`config.mk`:
```
export PLATFORM = sky130hd
export DESIGN_NAME = hazard_ctrl
export DESIGN_NICKNAME = d
export VERILOG_FILES = /design/src/rtl/hazard_ctrl.sv
export SDC_FILE = /design/constraint.sdc
export NUM_CORES = 1
export LEC_CHECK = 0
export BUFFER_PORTS_ARGS = -buffer_cell sky130_fd_sc_hd__buf_2
export CAP_MARGIN = 30
export CORE_UTILIZATION = 34
export DETAILED_ROUTE_END_ITERATION = 8
export RECOVER_POWER = 50
export SLEW_MARGIN = 30
export SYNTH_ARGS = -nofsm -noshare
export SYNTH_HDL_FRONTEND = slang
export SYNTH_SLANG_ARGS = --single-unit
```
`constraint.sdc`:
```
create_clock -name clk -period 2 [get_ports clk]
set_input_delay 0.3 -clock clk [delete_from_list [all_inputs] [get_ports clk]]
set_output_delay 0.3 -clock clk [all_outputs]
set_load 0.05 [all_outputs]
```
`src/rtl/hazard_ctrl.sv`:
```
// Pipeline hazard controller: detects RAW data hazards against E/M producers and
// multiply/divide unit occupancy, freezes PC/IF-ID and bubbles ID/EX on stall.

module hazard_src (
    input  logic [4:0] src_reg,
    input  logic [1:0] tuse,
    input  logic       grf_we_E,
    input  logic [4:0] grf_rd_E,
    input  logic [1:0] tnew_E,
    input  logic       grf_we_M,
    input  logic [4:0] grf_rd_M,
    input  logic [1:0] tnew_M,
    output logic       hz
);
    logic w_used;
    logic w_hit_E;
    logic w_hit_M;

    // $zero is hardwired, and tuse==3 means the operand is never read.
    assign w_used  = (src_reg != 5'd0) && (tuse != 2'd3);
    assign w_hit_E = grf_we_E && (grf_rd_E == src_reg) && (tnew_E > tuse);
    assign w_hit_M = grf_we_M && (grf_rd_M == src_reg) && (tnew_M > tuse);
    assign hz      = w_used && (w_hit_E || w_hit_M);
endmodule

module hazard_ctrl #(
    parameter int NUM_SRC = 2
) (
    input  logic        clk,
    input  logic        rst_n,
    input  logic [4:0]  rs_D,
    input  logic [4:0]  rt_D,
    input  logic [1:0]  tuse_rs_D,
    input  logic [1:0]  tuse_rt_D,
    input  logic        grf_we_E,
    input  logic [4:0]  grf_rd_E,
    input  logic [1:0]  tnew_E,
    input  logic        grf_we_M,
    input  logic [4:0]  grf_rd_M,
    input  logic [1:0]  tnew_M,
    input  logic        md_start_D,
    input  logic        md_div_D,
    input  logic        md_use_D,
    output logic        pc_en,
    output logic        ifid_en,
    output logic        idex_stop,
    output logic        md_busy,
    output logic [15:0] stall_cnt
);
    localparam logic [3:0] MD_LAT_MUL = 4'd5;
    localparam logic [3:0] MD_LAT_DIV = 4'd10;

    logic [NUM_SRC-1:0][4:0] w_src_reg;
    logic [NUM_SRC-1:0][1:0] w_src_tuse;
    logic [NUM_SRC-1:0]      w_src_hz;

    logic        w_data_stall;
    logic        w_md_stall;
    logic        w_stall;
    logic [3:0]  r_md_cnt;
    logic [15:0] r_stall_cnt;

    assign w_src_reg  = {rt_D, rs_D};
    assign w_src_tuse = {tuse_rt_D, tuse_rs_D};

    for (genvar g = 0; g < NUM_SRC; g++) begin : g_src
        hazard_src u_src (
            .src_reg  (w_src_reg[g]),
            .tuse     (w_src_tuse[g]),
            .grf_we_E (grf_we_E),
            .grf_rd_E (grf_rd_E),
            .tnew_E   (tnew_E),
            .grf_we_M (grf_we_M),
            .grf_rd_M (grf_rd_M),
            .tnew_M   (tnew_M),
            .hz       (w_src_hz[g])
        );
    end

    assign w_data_stall = |w_src_hz;
    assign md_busy      = (r_md_cnt != 4'd0);
    assign w_md_stall   = (md_start_D || md_use_D) && md_busy;
    assign w_stall      = w_data_stall || w_md_stall;

    assign pc_en     = ~w_stall;
    assign ifid_en   = ~w_stall;
    assign idex_stop = w_stall;
    assign stall_cnt = r_stall_cnt;

    // A start can only issue unstalled, which implies the counter is already 0,
    // so load and decrement never compete.
    always_ff @(posedge clk or negedge rst_n) begin
        if (!rst_n) begin
            r_md_cnt <= 4'd0;
        end else if (md_start_D && !w_stall) begin
            r_md_cnt <= md_div_D ? MD_LAT_DIV : MD_LAT_MUL;
        end else if (r_md_cnt != 4'd0) begin
            r_md_cnt <= r_md_cnt - 4'd1;
        end
    end

    always_ff @(posedge clk or negedge rst_n) begin
        if (!rst_n) begin
            r_stall_cnt <= 16'd0;
        end else if (w_stall && (r_stall_cnt != 16'hFFFF)) begin
            r_stall_cnt <= r_stall_cnt + 16'd1;
        end
    end
endmodule

```
Yosys cells after proc, flatten, opt, wreduce, memory -nomap -nowiden
Cells that the tools add are included.

word-level totals
  register bits = 20
  bits in latches = 0
  RAM bits = 0
  bits in read-only memories = 0
  input port bits = 35
  output and inout port bits = 20
  memories = 0

operators by class
  add/subtract/negate cells = 2
  multiply operators = 0
  div/mod/pow operators = 0
  magnitude comparators = 4
  equal/unequal tests = 7
  shifts and indexed selects = 0
  multiplexer cells = 3
  bitwise logic cells = 1
  reductions and logical operators = 25

operators by type and width
  operator                                                             count
  5-bit equality test                                                  4
  16-bit by 1-bit adder with 16-bit output (second input constant)     1
  16-bit inequality test (second input constant)                       1
  1-bit logical AND                                                    15
  4-bit two-way mux                                                    3
  5-bit nonzero test                                                   2
  2-bit > comparator                                                   4
  1-bit logical OR                                                     4
  2-bit inequality test (second input constant)                        2
  4-bit nonzero test                                                   1
  4-bit by 1-bit subtractor with 4-bit output (second input constant)  1
  2-bit nonzero test                                                   1
  2-bit OR reduction                                                   1
  1-bit zero test                                                      1
  1-bit inverter                                                       1

Depth between registers and ports, before layout
Gate-level depths: netlist (run 1).

  depth in word-level cells = 10
  depth in mapped cells = 10
  gate-level depth less buffers = 10

Cells and area by module
From an unflattened synthesis (run 1), not the netlist that was laid out.

unflattened totals
  cells, all modules = 164
  area total of the unflattened synthesis = 1514.0 um2

by module, submodules not included
  module       times used  cells each  area an instance (um2)  seq. area each (um2)
  hazard_ctrl  1           100         1041.0                  500.5
  hazard_src   2           32          236.5                   0.0

Least setup slack after synthesis (run 1)
OpenSTA, ideal clock, no wires.

  path kind = flip-flop to flip-flop
  start point = reg r_md_cnt[0]
  end point = reg r_stall_cnt[12], in the netlist stall_cnt[12]
  arrival time = 2.327 ns
  data required time = 1.875 ns
  setup slack = -0.452 ns
  stages on the path, launching flop included = 10
  buffers on the path = 0
  cell sequence = dfrtp_1 -> inv_1 -> ha_1 -> and2_1 -> inv_1 -> o21ai_0 -> and3_4 -> inv_1 -> nand3_1 -> mux2i_1

on the way
  word-level cells in the longest chain between the ends = 4

ends and longest elaborated chain
  item                      RTL line  source
  start: declaration        60        logic [3:0] r_md_cnt;
  start signal: assignment  96        r_md_cnt <= md_div_D ? MD_LAT_DIV : MD_LAT_MUL;
  start signal: assignment  98        r_md_cnt <= r_md_cnt - 4'd1;
  4-bit nonzero test        81        assign md_busy = (r_md_cnt != 4'd0);
  named net md_busy         47        output logic md_busy,
  1-bit logical AND         82        assign w_md_stall = (md_start_D || md_use_D) && md_busy;
  1-bit logical OR          83        assign w_stall = w_data_stall || w_md_stall;
  named net idex_stop       46        output logic idex_stop,
  1-bit logical AND         105       end else if (w_stall && (r_stall_cnt != 16'hFFFF)) begin
  end signal: assignment    106       r_stall_cnt <= r_stall_cnt + 16'd1;
  end: declaration          61        logic [15:0] r_stall_cnt;

The timed path passes the listed nets, and every way through them passes these cells.
A chain may end at the register's enable or synchronous reset.

Final worst setup path (run 1)
  start point = in tuse_rs_D[0]
  end point = out idex_stop

on the way
  word-level cells in the longest chain between the ends = 6

ends and longest elaborated chain
  item                                          RTL line  source
  start: declaration                            33        input logic [1:0] tuse_rs_D,
  2-bit > comparator, on equally long branches  21, 22
  1-bit logical AND, on equally long branches   21, 22
  1-bit logical OR                              23        assign hz = w_used && (w_hit_E || w_hit_M);
  1-bit logical AND (*)                         23
  2-bit OR reduction (*)                        80        assign w_data_stall = |w_src_hz;
  1-bit logical OR (*)                          83
  end: declaration                              46

Mark *: on every way between the ends. The rest lies on a longest branch, timed or not.

==> results of run 1 <==
[per-layer routing]
layer  wire [µm]  vias to the layer above
met3         187                        6
met1        1615                      658
li1            -                      715
met4          76                        0
met5           0                        -
met2        1960                       55
[logic make-up (layout without fill, tap and decap cells)]
kind of cell             count (synthesis)  in the layout
AO/OA/AOI/OAI                           12             12
XOR/XNOR                                36             36
AND/OR/NAND/NOR                         56             56
flip-flops                              20             20
adder cells (fa/ha/maj)                 11             11
buffers and inverters                   15            102
multiplexers                             5              5
[report_power, final]
group          switching [mW]  total [mW]  internal (mW)
logic                   0.819        1.44          0.617
registers              0.0935       0.624          0.531
clock network           0.134       0.309          0.175
total                    1.05        2.37           1.32
[sequential cells by signal, indices dropped and copies added, names as in the netlist]
signal     count
stall_cnt     16
r_md_cnt       4
[through the flow]
step	worst slack [ps]	setup TNS, ps
floorplan	-216.3	-2472
global placement	-110.6	-739.2
detailed placement	-152.2	-1468
CTS	-39.24	-39.24
global route	-150.4	-513.3
finish	-109.0	-249.1
[final cells by class]
| class | instances | area (µm²) | area share, % |
|---|---|---|---|
| Clock buffer | 4 | 55.05 | 2.307 |
| Inverter | 13 | 66.31 | 2.779 |
| Multi-Input combinational cell | 120 | 1147 | 48.09 |
| Tap cell | 52 | 65.06 | 2.727 |
| Timing Repair Buffer | 85 | 546.8 | 22.92 |
| Sequential cell | 20 | 505.5 | 21.19 |
[placed cells by master, fill, tap and decap left out, drive strengths merged, types with 6 or more instances in the layout]
cell type and instances:
buf 79, nand4 6, xnor2 31, ha 11, clkbuf 10, nand3 15, nand2 11, inv 11
dfrtp 20, nor2 6, and3 6
[repair_timing]
item                       4_1_cts  5_1_grt
buffers inserted                 8        1
gates resized for setup         32        9
pin swaps                       15       10
cloned                           0        0
setup endpoints to repair       10       10
[worst max-delay path: stages]
cell and delay (ps):
buf_4 140, ha_4 230, nand2_2 60, nand3_2 100
nor4_4 350, o221ai_4 170, and3_4 220, clkinvlp_4 90
buf_8 140
[Yosys cell counts, drive strengths merged, types with 2 or more instances]
cell	instances
mux2i	2
dfrtp	20
buf	2
nor4	4
nand4	6
nand2	11
mux2	3
inv	13
and3	6
o21ai	2
nor2	6
a21oi	5
nor3	2
and4	2
xnor2	31
ha	11
xor2	5
nand3	15
[worst min path at each step]
| stage | endpoint | slack [ps] | start | cells after the start |
|---|---|---|---|---|
| global placement | r_md_cnt[2]$_DFFE_PN0P_ | 280 | rst_n | 1 |
| detailed placement | stall_cnt[4]$_DFFE_PN0P_ | 280 | rst_n | 1 |
| global route | r_md_cnt[0]$_DFFE_PN0P_ | 280 | md_div_D | 2 |
| CTS | stall_cnt[4]$_DFFE_PN0P_ | 0.2 | rst_n | 1 |
| floorplan | r_md_cnt[0]$_DFFE_PN0P_ | 4 | rst_n | 0 |
| finish | r_md_cnt[2]$_DFFE_PN0P_ | 220 | rst_n | 1 |
==> metrics.txt, run 1 <==
status finished, violations left; failing checks negative setup slack; xor and xnor area share after synthesis 20.66%; antenna-violating nets left 0; final-report hold violation count 0; worst-margin pin slew 1091 ps; CTS Hold Buffers Added 0; filler cell count in the final layout 398; crit-path max FO 4; GPL Wtd Cong 0.7702; crit share post-route 105.4%; Worst Setup EP idex_stop; worst path required time 1700 ps; CP Launch Type input pin; DRT iter0 DRCs 44; Synth Area in Simple Gates 23.52%; fmax 474.2 MHz; largest family of logic cells by synthesized area simple AND/OR/NAND/NOR gates; M1 GR Usage 19.38%; Reg2Reg Capture Point stall_cnt[13]$_DFFE_PN0P_; mux cell area share after synthesis 3.525%; routed wire length 3839 µm; Cell Pwr Density 993.1 nW/µm²; post-synthesis sequential area ratio 32.79%; Post-synth top flop dfrtp_1; cell taking the most area after synthesis dfrtp_1; GR Util met2 28.91%; total number of vias 1434; Slew Viols, Final 0; clk buf depth 2; Initial Util 35.30%; post-synthesis compound-gate area fraction 6.066%; core area 4324 µm²; YS warnings 0; n_diodes 0; initial antenna violation count 0; number of port buffers 54; met3 Use GR 2.047%; Leak 1.064 nW; RR Startpoint stall_cnt[0]$_DFFE_PN0P_; hpwl dp 2860 µm; Initial DRT Pass Iterations 4; Hold Path Class in2async; Clk pin slew, worst setup/hold paths 80 ps; synthesized area per cell 9.848 µm²; Area Growth Syn to Fin 56.31%; Cell Area, Placed 2073 µm²; fin crit period 2109 ps; Rows 24; async set or reset register ratio after synthesis 100.0%; number of flops mapped to enable cells by yosys 0; CTS sink cnt 20; global-route wire length before repair 6272 µm; latest clock arrival within the worst-skew pair 260 ps; WS Path Type in2out; worst vdd ir 0.5299 mV; Syn Nets 201; global route hottest layer met2; Clock Root Buffer clkbuf_8; clk_skew 4.464 ps; vias in the first global route 1421; Hold Slack 220.9 ps; Num CTS Buffers 3; Worst setup EP type primary output; Vias/cell 4.878; Post-Synthesis Cells 155; CTS tree done; max-slew headroom at the worst pin 27.29%; gr usage total 16.19%; boundary pin count 55; RSZ-0062 raised after global routing yes; Total Nets Final 289; largest net degree at the start of global routing 21; dpl cells 281; Final Instance Area 2386 µm²; worst r2r path cells 9; total congestion overflow 0; post-synthesis register bit count 20; synth unique cells 36; Power, Total 2.370 mW; Worst Setup SP tuse_rs_D[0]; Yosys top cell area share 32.79%; adder-cell area share of the yosys netlist 9.016%; die area 4762 µm²; Post-Syn Area 1526 µm²; final setup fails 3; Die Ht 69.01 µm; DIE WIDTH 69.01 µm; final critical-path setup slack -109.0 ps; fin util 55.18%; WL per Instance 13.06 µm; Final Non-Filler Cells 294; DRC viols 0; layout cells sized above 1 53.72%; Synth area leaders dfrtp_1 (33%), xnor2_1 (18%), ha_1 (9.0%); CTS H-tree lvls 1; maxcap violations 0; register-to-register setup slack 10 ps; Data arrival, critical path 1810 ps
Note: power is estimated with default switching activity, not from simulation.
==> run 2, diff against run 1 <==
--- a/config.mk
+++ b/config.mk
@@ -9,7 +9,10 @@
 export CAP_MARGIN = 30
 export CORE_UTILIZATION = 34
 export DETAILED_ROUTE_END_ITERATION = 8
+export MAX_ROUTING_LAYER = met4
 export RECOVER_POWER = 50
+export SETUP_SLACK_MARGIN = 0.5
+export SKIP_CTS_REPAIR_TIMING = 1
 export SLEW_MARGIN = 30
 export SYNTH_ARGS = -nofsm -noshare
 export SYNTH_HDL_FRONTEND = slang
==> metrics.txt, run 2 (synthesized netlist as in run 1, its figures left out) <==
dpl cells 281 (unchanged); Slew Viols, Final 0 (unchanged); Top Metal Used met4; CTS tree done; total number of vias 1416 (-1.3%); GPL Wtd Cong 0.7806 (+1.4%); Crit path buffers/inverters 3 (unchanged); Seq. cell area 505.5 µm² (unchanged); Worst path max stage delay 550 ps (+200 ps); antenna-violating nets left 0 (unchanged); Final Non-Filler Cells 293 (-0.34%); max-slew headroom at the worst pin 26.96% (-0.33 points); CTS H-tree lvls 1 (unchanged); CTS sink cnt 20 (unchanged); Seq pwr share 25.7% (-0.7 points); WL met1 1603 µm (-0.74%); WL per Instance 12.84 µm (-1.7%); logic gate share of total power 61.7% (+1.1 points); DRT iter0 DRCs 36 (-18%); worst r2r path cells 9 (unchanged); dpl ws -152.2 ps (unchanged); clk buf depth 2 (unchanged); Total Nets Final 288 (-0.35%); CP Launch Type input pin; worst path required time 1700 ps (about the same); multi-input logic area 1167 µm² (+1.7%); n_diodes 0 (unchanged); Hold Path Class in2async; largest net degree at the start of global routing 21 (unchanged); Hold Slack 223.6 ps (+2.735 ps); worst vdd ir 0.4966 mV (-6.3%); Worst setup EP type primary output; global-route wire length before repair 5526 µm (-12%); routed wire length 3761 µm (-2.0%); sw frac 43.74% (-0.42 points); die area 4762 µm² (unchanged); Num CTS Buffers 3 (unchanged); crit-path max FO 4 (unchanged); P_sw 1.073 mW (+2.5%); Area Growth Syn to Fin 56.31% (unchanged); final critical-path setup slack -70.39 ps (+38.56 ps); commonest cells after routing, fill and taps aside buf_2 (46), xnor2_1 (27), buf_4 (25), dfrtp_1 (16), nand3_1 (9); number of port buffers 54 (unchanged); Clock Root Buffer clkbuf_8; filler cell count in the final layout 403 (+1.3%); Cell Pwr Density 1028 nW/µm² (+3.5%); core area 4324 µm² (unchanged); failing checks negative setup slack; WS Path Type in2out; Vias/cell 4.833 (-0.92%); crit share post-route 103.5% (-1.9 points); Clk pin slew, worst setup/hold paths 80 ps (about the same); register-to-register setup slack -20 ps (-30 ps); Clk pwr share 12.6% (-0.4 points); Leak 1.087 nW (+2.1%); Initial Util 35.30% (unchanged); DIE WIDTH 69.01 µm (unchanged); boundary pin count 55 (unchanged); critical path's top delay family simple AND/OR/NAND/NOR gates; DRC viols 0 (unchanged); worst-margin pin slew 1096 ps (+4.903 ps); P_int 1.380 mW (+4.3%); gr usage total 14.58% (-1.6 points); clk_skew 4.151 ps (-0.3130 ps); status finished, violations left; DR WL met3 178 µm (-4.8%); fin crit period 2070 ps (-38.56 ps); fmax 483.0 MHz (+1.9%); Rows 24 (unchanged); hpwl dp 2860 µm (unchanged); max FFs per register 16 (unchanged); Power, Total 2.453 mW (+3.5%); CP max-delay cell or4_1; worst path cell trace buf_2 > or4_1 > o221ai_2 > and3_4 > clkinvlp_4 > buf_8; met2 wire length 1928 µm (-1.6%); layout cells sized above 1 55.19% (+1.5 points); initial antenna violation count 0 (unchanged); maxcap violations 0 (unchanged); final-report hold violation count 0 (unchanged); final setup fails 5 (+2); latest clock arrival within the worst-skew pair 260 ps (about the same); Initial DRT Pass Iterations 4 (unchanged); total congestion overflow 0 (unchanged); Die Ht 69.01 µm (unchanged); RSZ-0062 raised after global routing yes; vias in the first global route 1254 (-12%); Reg2Reg Capture Point stall_cnt[3]$_DFFE_PN0P_; RR Startpoint stall_cnt[0]$_DFFE_PN0P_; Data arrival, critical path 1770 ps (-40 ps); commonest non-fill, non-tap cell in the layout buf_2; setup TNS -215.4 ps (+33.71 ps)
run 2: worst max path at each step:
stage | end | depth (start not counted) | from
2_1_floorplan | stall_cnt[12]$_DFFE_PN0P_ | 9 | r_md_cnt[1]$_DFFE_PN0P_
3_3_place_gp | idex_stop | 9 | tuse_rt_D[1]
3_5_place_dp | idex_stop | 9 | tuse_rs_D[1]
4_1_cts | idex_stop | 9 | tuse_rs_D[1]
5_1_grt | pc_en | 9 | tuse_rs_D[0]
6_report | idex_stop | 6 | rs_D[0]
run 2: area by class of cell:
class                      instances  share of cell area [%]
multi-input combinational        120                   48.92
timing repair buffer              84                   22.39
sequential                        20                   21.19
tap                               52                   2.727
inverter                          13                   2.465
clock buffer                       4                   2.307
run 2: worst reg2reg max path, stage by stage (launching register included):
cell and delay, ps:
dfrtp_2 430, ha_4 160, and4_4 170, nor2b_4 120, and3_4 160, and4_4 180, a31oi_4 230, buf_6 170
nand4_1 110, xnor2_1 160
run 2: per-stage QoR:
step,area (µm²),utilization (%)
floorplan,1592,-
global placement,2073,47.95
detailed placement,2073,47.95
CTS,2128,49.22
global route,2386,55.18
finish,2386,55.18
run 2: power groups by stage:
stage,Sequential [mW],Clock (mW),Combinational [mW]
2_1_floorplan,0.920,0,0.587
6_report,0.631,0.308,1.51
3_3_place_gp,0.630,0,1.24
4_1_cts,0.626,0.319,1.27
5_1_grt,0.650,0.337,1.62
3_5_place_dp,0.634,0,1.26
run 2: metal layers:
metal | up-vias | track usage (%)
met1 | 652 | 18.62
li1 | 710 | -
met2 | 50 | 23.73
met4 | 0 | 5.442
met5 | - | -
met3 | 4 | 1.608
